## config.mk

```make
export PLATFORM = sky130hd
export DESIGN_NAME = uart_tx_serializer_flat
export DESIGN_NICKNAME = d
export VERILOG_FILES = /design/src/rtl/uart_tx_serializer_if.sv /design/src/rtl/uart_tx_serializer.sv /design/src/flat_wrapper.sv
export SDC_FILE = /design/constraint.sdc
export NUM_CORES = 1
export LEC_CHECK = 0
export BUFFER_PORTS_ARGS = -buffer_cell sky130_fd_sc_hd__buf_4
export CORE_MARGIN = 2
export CORE_UTILIZATION = 45
export CTS_CLUSTER_DIAMETER = 80
export DETAILED_ROUTE_END_ITERATION = 16
export GPL_ROUTABILITY_DRIVEN = 0
export HOLD_SLACK_MARGIN = 0.03
export REMOVE_ABC_BUFFERS = 1
export SLEW_MARGIN = 25
export SYNTH_ARGS = -nofsm -noshare
export SYNTH_HDL_FRONTEND = slang
export SYNTH_SLANG_ARGS = --single-unit
```

## constraint.sdc

```tcl
create_clock -name i_clk -period 3.5 [get_ports i_clk]
set_input_delay 0.35 -clock i_clk [delete_from_list [all_inputs] [get_ports i_clk]]
set_output_delay 0.35 -clock i_clk [all_outputs]
set_load 0.02 [all_outputs]
```

## src/rtl/uart_tx_serializer_if.sv

```systemverilog
// Strobe/line bundle between a byte producer and the UART transmit serializer.
// master: producer side (drives start/data, observes line and status).
// slave : serializer side.
interface uart_tx_serializer_if #(
  parameter int DATA_BITS = 8
);
  logic                 i_tx_start;
  logic [DATA_BITS-1:0] i_tx_data;
  logic                 o_tx;
  logic                 o_tx_busy;
  logic                 o_tx_done;

  modport master (
    output i_tx_start,
    output i_tx_data,
    input  o_tx,
    input  o_tx_busy,
    input  o_tx_done
  );

  modport slave (
    input  i_tx_start,
    input  i_tx_data,
    output o_tx,
    output o_tx_busy,
    output o_tx_done
  );
endinterface

```

## src/rtl/uart_tx_serializer.sv

```systemverilog
// UART transmit serializer: start bit, DATA_BITS data bits LSB first,
// optional even parity bit, STOP_BITS stop bits. Every bit is held for
// CLK_FREQ_HZ/BAUD_RATE clock cycles. All outputs come straight from flops.
// Optional feature: define UART_TX_PARITY_EN to insert an even parity bit
// between the data bits and the stop bits.
module uart_tx_serializer #(
  parameter int CLK_FREQ_HZ = 100_000_000,
  parameter int BAUD_RATE   = 115_200,
  parameter int DATA_BITS   = 8,
  parameter int STOP_BITS   = 1
) (
  input  logic                 i_clk,
  input  logic                 i_areset,
  uart_tx_serializer_if.slave  bus
);

  localparam int CLKS_PER_BIT = CLK_FREQ_HZ / BAUD_RATE;
  // The stop phase is timed by the same counter, so size it for the longest phase.
  localparam int STOP_CLKS    = STOP_BITS * CLKS_PER_BIT;
  localparam int CNT_W        = $clog2(STOP_CLKS + 1);
  localparam int IDX_W        = $clog2(DATA_BITS);

  localparam logic [CNT_W-1:0] BIT_LAST  = CNT_W'(CLKS_PER_BIT - 1);
  localparam logic [CNT_W-1:0] STOP_LAST = CNT_W'(STOP_CLKS - 1);
  localparam logic [IDX_W-1:0] IDX_LAST  = IDX_W'(DATA_BITS - 1);

`ifdef UART_TX_PARITY_EN
  typedef enum logic [2:0] {
    ST_IDLE,
    ST_START,
    ST_DATA,
    ST_PARITY,
    ST_STOP
  } state_t;
`else
  typedef enum logic [1:0] {
    ST_IDLE,
    ST_START,
    ST_DATA,
    ST_STOP
  } state_t;
`endif

  state_t               state_reg;
  logic [CNT_W-1:0]     baud_cnt_reg;
  logic [IDX_W-1:0]     bit_idx_reg;
  logic [DATA_BITS-1:0] shift_reg;
  logic                 tx_reg;
  logic                 tx_busy_reg;
  logic                 tx_done_reg;
`ifdef UART_TX_PARITY_EN
  logic                 parity_reg;
`endif

  // Frame sequencer: every output is updated together with the state, so the
  // line changes only on clock edges and never glitches.
  always_ff @(posedge i_clk or posedge i_areset) begin
    if (i_areset) begin
      state_reg    <= ST_IDLE;
      baud_cnt_reg <= '0;
      bit_idx_reg  <= '0;
      shift_reg    <= '0;
      tx_reg       <= 1'b1;
      tx_busy_reg  <= 1'b0;
      tx_done_reg  <= 1'b0;
`ifdef UART_TX_PARITY_EN
      parity_reg   <= 1'b0;
`endif
    end else begin
      tx_done_reg <= 1'b0;
      case (state_reg)
        ST_IDLE: begin
          // Accepting edge: the start bit goes out on this very edge.
          if (bus.i_tx_start) begin
            shift_reg    <= bus.i_tx_data;
`ifdef UART_TX_PARITY_EN
            parity_reg   <= ^bus.i_tx_data;
`endif
            tx_reg       <= 1'b0;
            tx_busy_reg  <= 1'b1;
            baud_cnt_reg <= '0;
            bit_idx_reg  <= '0;
            state_reg    <= ST_START;
          end
        end

        ST_START: begin
          if (baud_cnt_reg == BIT_LAST) begin
            baud_cnt_reg <= '0;
            tx_reg       <= shift_reg[0];
            shift_reg    <= shift_reg >> 1;
            state_reg    <= ST_DATA;
          end else begin
            baud_cnt_reg <= baud_cnt_reg + 1'b1;
          end
        end

        ST_DATA: begin
          if (baud_cnt_reg == BIT_LAST) begin
            baud_cnt_reg <= '0;
            if (bit_idx_reg == IDX_LAST) begin
              bit_idx_reg <= '0;
`ifdef UART_TX_PARITY_EN
              tx_reg      <= parity_reg;
              state_reg   <= ST_PARITY;
`else
              tx_reg      <= 1'b1;
              state_reg   <= ST_STOP;
`endif
            end else begin
              bit_idx_reg <= bit_idx_reg + 1'b1;
              tx_reg      <= shift_reg[0];
              shift_reg   <= shift_reg >> 1;
            end
          end else begin
            baud_cnt_reg <= baud_cnt_reg + 1'b1;
          end
        end

`ifdef UART_TX_PARITY_EN
        ST_PARITY: begin
          if (baud_cnt_reg == BIT_LAST) begin
            baud_cnt_reg <= '0;
            tx_reg       <= 1'b1;
            state_reg    <= ST_STOP;
          end else begin
            baud_cnt_reg <= baud_cnt_reg + 1'b1;
          end
        end
`endif

        ST_STOP: begin
          // All stop bits are timed as one long phase; the done cycle is IDLE.
          if (baud_cnt_reg == STOP_LAST) begin
            baud_cnt_reg <= '0;
            tx_busy_reg  <= 1'b0;
            tx_done_reg  <= 1'b1;
            state_reg    <= ST_IDLE;
          end else begin
            baud_cnt_reg <= baud_cnt_reg + 1'b1;
          end
        end

        default: begin
          baud_cnt_reg <= '0;
          tx_reg       <= 1'b1;
          tx_busy_reg  <= 1'b0;
          state_reg    <= ST_IDLE;
        end
      endcase
    end
  end

  assign bus.o_tx      = tx_reg;
  assign bus.o_tx_busy = tx_busy_reg;
  assign bus.o_tx_done = tx_done_reg;

endmodule

```

## src/flat_wrapper.sv

```systemverilog
// flat-port wrapper written by rule: the top's interface ports become plain ports
module uart_tx_serializer_flat 
#(
  parameter int CLK_FREQ_HZ = 100_000_000,
  parameter int BAUD_RATE   = 115_200,
  parameter int DATA_BITS   = 8,
  parameter int STOP_BITS   = 1
)
  (i_clk, i_areset, bus_i_tx_start, bus_i_tx_data, bus_o_tx, bus_o_tx_busy, bus_o_tx_done);
  uart_tx_serializer_if #(.DATA_BITS(DATA_BITS)) bus_i ();
  input  logic i_clk;
  input  logic i_areset;
  input wire logic [$bits(bus_i.i_tx_start)-1:0] bus_i_tx_start;
  input wire logic [$bits(bus_i.i_tx_data)-1:0] bus_i_tx_data;
  output wire logic [$bits(bus_i.o_tx)-1:0] bus_o_tx;
  output wire logic [$bits(bus_i.o_tx_busy)-1:0] bus_o_tx_busy;
  output wire logic [$bits(bus_i.o_tx_done)-1:0] bus_o_tx_done;
  assign bus_i.i_tx_start = bus_i_tx_start;
  assign bus_i.i_tx_data = bus_i_tx_data;
  assign bus_o_tx = bus_i.o_tx;
  assign bus_o_tx_busy = bus_i.o_tx_busy;
  assign bus_o_tx_done = bus_i.o_tx_done;
  uart_tx_serializer #(.CLK_FREQ_HZ(CLK_FREQ_HZ), .BAUD_RATE(BAUD_RATE), .DATA_BITS(DATA_BITS), .STOP_BITS(STOP_BITS)) u_core (.i_clk(i_clk), .i_areset(i_areset), .bus(bus_i));
endmodule
```

# Word level (Yosys, flattened, before mapping)
# Cells that the tools add are included.
# totals
input_bits,11
wordCells,58
reg_bits,26
# op_classes
n_addsub,2
reduce_logical,10
eq_ne,11
mux,28
# ops
cell,n
2-to-1 mux 8 bit,4
one-hot mux 8 bit (3 select lines),1
2-to-1 mux 10 bit,2
one-hot mux 10 bit (2 select lines),1
"adder 10 x 1 -> 10 bit, second input constant",1
"== test 10 bit, second input constant",1
2-to-1 mux 2 bit,5
AND reduction 5 bit,2
2-to-1 mux 3 bit,3
2-to-1 mux 1 bit,8
"inequality test 2 x 1 -> 1 bit, second input constant",4
one-hot mux 2 bit (4 select lines),1
one-hot mux 3 bit (2 select lines),1
AND reduction 3 bit,2
"== test 2 bit, second input constant",2
"inequality test 2 bit, second input constant",2
AND reduction 4 bit,1
nonzero test 2 bit,2
"adder 3 x 1 -> 3 bit, second input constant",1
"== test 3 bit, second input constant",1
one-hot mux 1 bit (3 select lines),1
nonzero test 3 bit,1
OR reduction 3 bit,1
"== test 2 x 1 -> 1 bit, second input constant",1
other kinds (2),2

# Longest topological paths before layout
# Gate-level depths: netlist of the first run.
# depth
word_depth,4
depth_mapped,7
depth_no_buf,6

# Worst setup path after synthesis of the first run
# OpenSTA, ideal clock, no wires.
# synth_timing
path_kind,reg-to-reg
startpoint,register u_core.baud_cnt_reg[0]
endpoint,register u_core.state_reg[1]
path_buffers,0
path_stages_with_launch,6
setup_slack_ns,1.692
arrival_ns,1.681
required_ns,3.372
cell_sequence,dfrtp_1 -> ha_1 -> nor4bb_4 -> nand3_2 -> a221oi_2 -> mux2_1
# synth_between
elab_chain_cells,3
elab_cells_between_ends,5
classes_between,4 x eq/ne; 1 x reduce/logical
# synth_lines
item,line,text
"start, declared",uart_tx_serializer.sv:45,logic [CNT_W-1:0] baud_cnt_reg;
"start signal, assigned",uart_tx_serializer.sv:94,baud_cnt_reg <= baud_cnt_reg + 1'b1;
"start signal, assigned",uart_tx_serializer.sv:116,baud_cnt_reg <= baud_cnt_reg + 1'b1;
"start signal, assigned",uart_tx_serializer.sv:140,baud_cnt_reg <= baud_cnt_reg + 1'b1;
== test 10 bit *,"uart_tx_serializer.sv:88, uart_tx_serializer.sv:99, uart_tx_serializer.sv:134",
inequality test 2 x 1 -> 1 bit (no source line),--,
AND reduction 5 bit (no source line) *,--,
"end signal, assigned",uart_tx_serializer.sv:92,state_reg <= ST_DATA;
"end signal, assigned",uart_tx_serializer.sv:108,state_reg <= ST_STOP;
"end signal, assigned",uart_tx_serializer.sv:138,state_reg <= ST_IDLE;
"end, declared",uart_tx_serializer.sv:44,state_t state_reg;
# Mark *: on every way between the ends. The rest lies on a longest branch, timed or not.
# A chain may end at the register's enable or synchronous reset.

# Worst setup path after layout of the first run
# layout_timing
startpoint,register u_core.state_reg[0]
endpoint,register u_core.state_reg[1]
# layout_between
elab_chain_cells,3
elab_cells_between_ends,11
classes_between,8 x eq/ne; 1 x mux; 2 x reduce/logical
# layout_lines
item,line,text
"start signal, assigned",uart_tx_serializer.sv:59,state_reg <= ST_IDLE;
"start signal, assigned",uart_tx_serializer.sv:83,state_reg <= ST_START;
"start signal, assigned",uart_tx_serializer.sv:92,
== test 2 bit (tied with other cells),uart_tx_serializer.sv:71,case (state_reg)
inequality test 2 x 1 -> 1 bit (no source line) / inequality test 2 bit (equally long branches),--,
AND reduction 5 bit (no source line),--,
# Several ways; a longest one is shown, not always the timed one.

==> results of run 1 <==
[per-layer routing]
metal / share of wire / vias to the layer above / routed length (um) / GRT usage
li1: - / 516 / - / -
met1: 0.49 / 505 / 1330 / 0.212
met2: 0.46 / 26 / 1240 / 0.254
met4: 0.0070 / 0 / 19 / 0.0578
met5: 0 / - / 0 / 0
met3: 0.046 / 2 / 124 / 0.0393
[cell usage after synthesis (all sizes together), types with 3 or more instances]
cell | number | share of area
o21ai | 7 | 0.023
nand2 | 8 | 0.020
mux2 | 18 | 0.15
nor2 | 5 | 0.012
ha | 8 | 0.067
clkbuf | 3 | 0.0075
a31oi | 4 | 0.017
a21oi | 3 | 0.010
nand3 | 8 | 0.030
dfrtp | 25 | 0.42
a22o | 3 | 0.017
inv | 7 | 0.017
and3 | 3 | 0.017
[placed cells by master, fill, tap and decap left out, types with 4 or more instances in the layout]
master,instances
sky130_fd_sc_hd__nand2_1,8
sky130_fd_sc_hd__a31oi_1,4
sky130_fd_sc_hd__ha_1,8
sky130_fd_sc_hd__dfrtp_1,25
sky130_fd_sc_hd__o21ai_0,7
sky130_fd_sc_hd__inv_1,6
sky130_fd_sc_hd__nand3_1,7
sky130_fd_sc_hd__nor2_1,5
sky130_fd_sc_hd__buf_4,14
sky130_fd_sc_hd__mux2_2,9
sky130_fd_sc_hd__mux2_4,8
[power by group through the flow]
stage               Sequential (uW)  Combinational [uW]  Clock, uW
CTS                             301                15.1        137
global route                    301                16.8        158
finish                          301                14.5        133
floorplan                       306                4.70          0
global placement                306                14.8          0
detailed placement              306                15.1          0
[worst max-delay path: stages (launching register included)]
cell	delay, ps
sky130_fd_sc_hd__dfrtp_1	400
sky130_fd_sc_hd__inv_1	100
sky130_fd_sc_hd__ha_1	360
sky130_fd_sc_hd__or3_1	430
sky130_fd_sc_hd__a221oi_2	330
sky130_fd_sc_hd__mux2_1	350
[cells by family (layout without fill, tap and decap cells)]
family          after synthesis  in the layout  synth area share
simple gates                 37             37             0.151
compound gates               30             30             0.149
flops                        26             26             0.433
mux                          19             19             0.161
buf+inv                      11             25            0.0274
fa+ha+maj                     8              8            0.0665
xor+xnor                      2              2            0.0116
[worst min-delay path by stage]
stage / cells past startpoint / endpoint / startpoint / slack [ps]
after floorplan: 1 / u_core.baud_cnt_reg[0] / i_areset / 390
after global placement: 1 / u_core.shift_reg[7] / u_core.shift_reg[7] / 490
after detailed placement: 1 / u_core.shift_reg[4] / u_core.shift_reg[4] / 490
after CTS: 2 / u_core.baud_cnt_reg[1] / i_areset / 270
after global routing: 2 / u_core.baud_cnt_reg[1] / i_areset / 80
final: 2 / u_core.baud_cnt_reg[0] / i_areset / 50
[layout make-up]
| cell class | count | share of cell area |
|---|---|---|
| repair buffers | 14 | 0.0627 |
| multi-input cells | 96 | 0.484 |
| inverters | 7 | 0.0157 |
| clock buffers | 4 | 0.0157 |
| well taps | 44 | 0.0328 |
| flip-flops and latches | 26 | 0.389 |
[per-stage QoR]
step,utilization,worst slack [ps]
CTS,0.536,1410
detailed placement,0.528,1440
finish,0.536,1420
global route,0.536,1290
global placement,0.528,1460
floorplan,-,1270
==> metrics list, run 1 <==
- Run status: finished, final reports clean
- The count of nets left with antenna violations once routing finished came out at 0.
- The first TritonRoute pass finished after 4 iterations.
- The worst register-to-register path begins at u_core.state_reg[0].
* Worst hold-check slack: 52.0 ps
* Reg2reg setup slack: 1420 ps
* Total number of H-tree levels: 1
* Syn Inst Count: 133
* Remaining Overflow, GRT: 0
- The number of global-route vias before repair came to 1040.
- Total power: 448 uW
* Filler instances: 288
- Avg WL per Cell: 14.2 um
- DR vias: 1049
- Counting I/O delays and the setup requirement, the final critical path takes 2080 ps.
* Root buffer cell: sky130_fd_sc_hd__clkbuf_4
* Clock share of power: 0.296
* Rel. slew slack: 0.455
- The most critical setup path has its endpoint at u_core.state_reg[1].
- Of the synthesized area, sequential elements account for 0.433.
* Critical path endpoint category: register
* Actual slew at the worst max-slew pin: 814 ps
- The initial antenna violation count was 0.
- In this run, CTS created clock tree buffers numbering 3.
* Die height: 61.8 um
- Total detailed-routing wirelength: 2710 um
- Gate power share: 0.032
- Area taken by multi-input logic gates: 812 sq um
- Total negative slack: 0 ps
- Startpoint Class: register
- Final worst-path cycle share: 0.595
* Total Routing Usage GR: 0.160
- Required @ worst endpoint: 3710 ps
- In this run the power density over the cells is 267 nW/um^2.
* Port Buffer Count: 13
* Clock-pin slew on the worst setup and hold paths: 140 ps
* Leakage power: 0.000767 uW
- Post-layout instance count excluding filler cells: 191
- Number of register bits inferred by synthesis: 26
- Post-synthesis to final-layout area growth: 11.4%
* Number of hold-slack violations in the final timing report: 0
* Int Pwr: 352 uW
- In the synthesized netlist the dominant register cell turns out to be sky130_fd_sc_hd__dfrtp_1.
- # placed instances: 187
- Reported max-cap violation count: 0
* Setup-violating endpoint count in the final report: 0
* Cts-stage hold buffer count: 0
- The clock reaches the later pin of the worst-skew pair after 310 ps.
* Wire length of the first global-routing pass: 4540 um
- Worst clock skew: 6.24 ps
- Top achievable clock speed: 480 MHz
- Of the total power, the share spent switching nets is 0.213.
* Cell area after placement: 1650 sq um
* Sink Count: 26
- Die width: 61.8 um
- Yosys cell types: 43
- TritonCTS built the clock tree.
* Avg Synthesized Cell Area: 11.3 sq um
- Of the total power, registers draw 0.671.
- After synthesis, the share of flip-flops with an asynchronous set or reset is 1.00.
- Post-Layout Inst Area: 1680 sq um
- HPWL reported at the end of detailed placement: 1970 um
- The region available for standard cell placement spans 3130 sq um.
- Yosys mapped a number of flops with a built-in enable equal to 0.
* # DRC: 0
- Largest vdd supply drop: 0.139 mV
- Number of top-level pins: 14
* Sequential cell area: 652 sq um
* Worst Reg2Reg Path Length in Cells: 5
- Setup repair bufs after CTS: 0
- Sw power: 95.2 uW
- Ant diodes: 0
- Die Area: 3820 sq um
* Fin nets: 167
- Largest net degree at the start of global routing: 27
- Iter 0 DRT Violations: 42
- Fraction of layout cells with a size suffix above 1: 0.299
* Number of vias per cell after detailed routing: 5.49
- Worst Setup Path Type: reg -> reg
- The tightest min-delay check is of the in -> async type.
- Setup repair after global routing missed its margin: no
* Fin. max-slew vios: 0
- Destination of the worst register-to-register timing path: u_core.state_reg[1]
- Maximum count of clock buffers along a single path: 2
- The register with the most flip-flops in the layout has 10 of them.
- Syn Std Cell Area: 1510 sq um
* Gates resized, CTS repair: 0
- Starting Density: 0.481
- Count of yosys warnings during synthesis: 0
- Setup crit start: u_core.state_reg[0]
- Rows: 20
* Endpoint arrival time on the critical path: 2290 ps
* Largest fanout on the critical path: 13
(Power assumes the default switching activity.)
==> run 2, diff against run 1 <==
Clock period 3.5 ns to 2 ns, I/O delays scaled along.
==> metrics list, run 2 (synthesized netlist as in run 1, its figures left out) <==
- The run finished with clean final reports.
- Total power: 789 uW
- The floorplan step defined a core boundary enclosing 3130 sq um.
- Int Pwr: 619 uW
* Fin. max-slew vios: 0
- Reg2reg setup slack: 110 ps
* Setup repair after global routing missed its margin: no
* Most common library cell in the layout ignoring fill and taps: sky130_fd_sc_hd__dfrtp_1
* Critical path endpoint category: register
- Post-synthesis to final-layout area growth: 16.4%
* Reported max-cap violation count: 0
- Worst min-delay path class: in -> reg
* Number of hold-slack violations in the final timing report: 0
* Required @ worst endpoint: 2220 ps
- The final layout contains routed wiring with a total length of 2860 um.
- Maximum count of clock buffers along a single path: 2
- Clock share of power: 0.297
- Net Sw Frac: 0.215
* Post-Layout Inst Area: 1750 sq um
* First-pass detailed-route iteration total: 4
- Rel. slew slack: 0.488
- The die is 61.8 um wide.
- Sw power: 170 uW
- Of all nets on the critical path, the largest fanout is 4.
- Worst clock skew: 6.43 ps
* Setup WS post-layout: 105 ps
- Rows: 20
- Cell area after placement: 1720 sq um
- Setup crit start: u_core.baud_cnt_reg[1]
- CTS buffer count: 3
- HPWL reported at the end of detailed placement: 2120 um
- Clock tree from TritonCTS: yes
- Worst Setup Path Type: reg -> reg
* Filler instances: 268
- CP cell instances: ha_1 -> nor4bb_4 -> nand3_2 -> a221oi_2 -> mux2_1
- The initial utilization of the core area, before any placement, comes to 0.481.
- Top achievable clock speed: 528 MHz
- Pwr/cell area: 450 nW/um^2
* Worst-skew pair later-pin latency: 320 ps
* Die Area: 3820 sq um
- Number of flip-flops under the largest register name: 10
- For this design the top-level I/O count stands at 14.
- Registers take 652 sq um.
- # DRC: 0
- The worst register-to-register path begins at u_core.baud_cnt_reg[1].
- Crit path largest cell delay: 420 ps
- The number of global-route vias before repair was 1097.
* Port Buffer Count: 13
- After clock tree synthesis, the setup repair step added 0 buffers.
- The top cell types in the final layout, fill and taps aside, are sky130_fd_sc_hd__dfrtp_1 (25), sky130_fd_sc_hd__buf_4 (20), sky130_fd_sc_hd__mux2_2 (9).
* Fin nets: 175
- Prior to clock tree synthesis, the placed netlist has a worst setup slack of 122 ps.
- Hold Crit Start: bus_i_tx_start
- Clock-pin slew on the worst setup and hold paths: 140 ps
- Die height: 61.8 um
- Avg WL per Cell: 14.4 um
* Fraction of layout cells with a size suffix above 1: 0.323
* Total number of H-tree levels: 1
- Entering global routing, the biggest net connects 27 pins.
- The count of nets left with antenna violations once routing finished came out at 0.
- Slowest library cell on the worst path: sky130_fd_sc_hd__dfrtp_1
- The initial antenna violation count was 0.
* DR vias: 1100
- Number of vias per cell after detailed routing: 5.53
- Once layout is complete, the utilization of the core stands at 0.560.
- The first global-routing pass estimated 5090 um of wire.
- Counting every sink on the clock net gives 26.
- The analysis attributes to cell leakage a power of 0.000815 uW.
- Startpoint Class: register
- Gate power share: 0.036
* Actual slew at the worst max-slew pin: 765 ps
- Final worst-path cycle share: 0.947
* Endpoint arrival time on the critical path: 2120 ps
- In the global route stage, overall resource usage came out at 0.177.
* Root buffer cell: sky130_fd_sc_hd__clkbuf_4
* Area taken by multi-input logic gates: 812 sq um
* Remaining Overflow, GRT: 0
- Largest vdd supply drop: 0.252 mV
- The worst path in the final design needs a cycle of 1890 ps, including I/O delays and setup.
* Setup-violating endpoint count in the final report: 0
* Total negative slack: 0 ps
* Ant diodes: 0
* Iter 0 DRT Violations: 53
* Proportion of power drawn by flip-flops and latches: 0.667
-- run 2: cell types whose count changed in the layout (fill, tap and decap cells not counted) --
| cell | before | now |
|---|---|---|
| sky130_fd_sc_hd__inv_2 | 1 | 0 |
| sky130_fd_sc_hd__inv_1 | 6 | 7 |
| sky130_fd_sc_hd__buf_4 | 14 | 20 |
| sky130_fd_sc_hd__dlygate4sd3_1 | 0 | 1 |
| sky130_fd_sc_hd__buf_12 | 0 | 1 |
-- run 2: timing repair --
| action | in CTS | in global routing |
|---|---|---|
| resized for setup | 0 | 0 |
| hold endpoints to repair | 25 | 0 |
| hold buffers | 1 | 0 |
-- run 2: worst max-delay path: cells and delay by family (launching register included) --
kind | cells | cell delay (ps)
DFF | 1 | 420
adders and majority gates | 1 | 190
muxes | 1 | 350
and+or+nand+nor | 2 | 510
AOI/OAI and AO/OA | 1 | 330
-- run 2: power by group through the flow --
stage                     Sequential (uW)  Combinational (uW)  Clock (uW)
after floorplan                       536                8.22           0
after global placement                536                28.0           0
after detailed placement              536                28.7           0
after CTS                             526                30.3         244
after global routing                  526                33.3         264
final                                 526                28.6         234
-- run 2: per-layer routing --
layer,track usage,part of all wire,vias up
met5,0,0,-
met4,0.0547,0.0066,0
met3,0.0248,0.024,2
met2,0.287,0.48,14
met1,0.246,0.48,547
li1,-,-,537
-- run 2: cell type report --
class | instances | area share
clock buffer | 4 | 0.0150
multi-input combinational | 96 | 0.464
timing repair buffer | 22 | 0.103
sequential | 26 | 0.372
inverter | 7 | 0.0150
tap | 44 | 0.0314
-- run 2: per-stage QoR --
stage / hold WS [ps] / cells
6_report: 176 / 199
5_1_grt: 196 / 199
3_3_place_gp: 281 / 194
4_1_cts: 174 / 199
2_1_floorplan: 239 / 129
3_5_place_dp: 288 / 194
-- run 2: final timing paths --
| path | to | depth (start not counted) |
|---|---|---|
| setup / recovery | u_core.state_reg[1] | 5 |
| max in group asynchronous | u_core.bus.o_tx | 4 |
| min in group asynchronous | u_core.baud_cnt_reg[8] | 4 |
| setup reg to reg | u_core.state_reg[1] | 5 |
| hold / removal | u_core.bit_idx_reg[2] | 3 |
| hold reg to reg | u_core.shift_reg[0] | 1 |
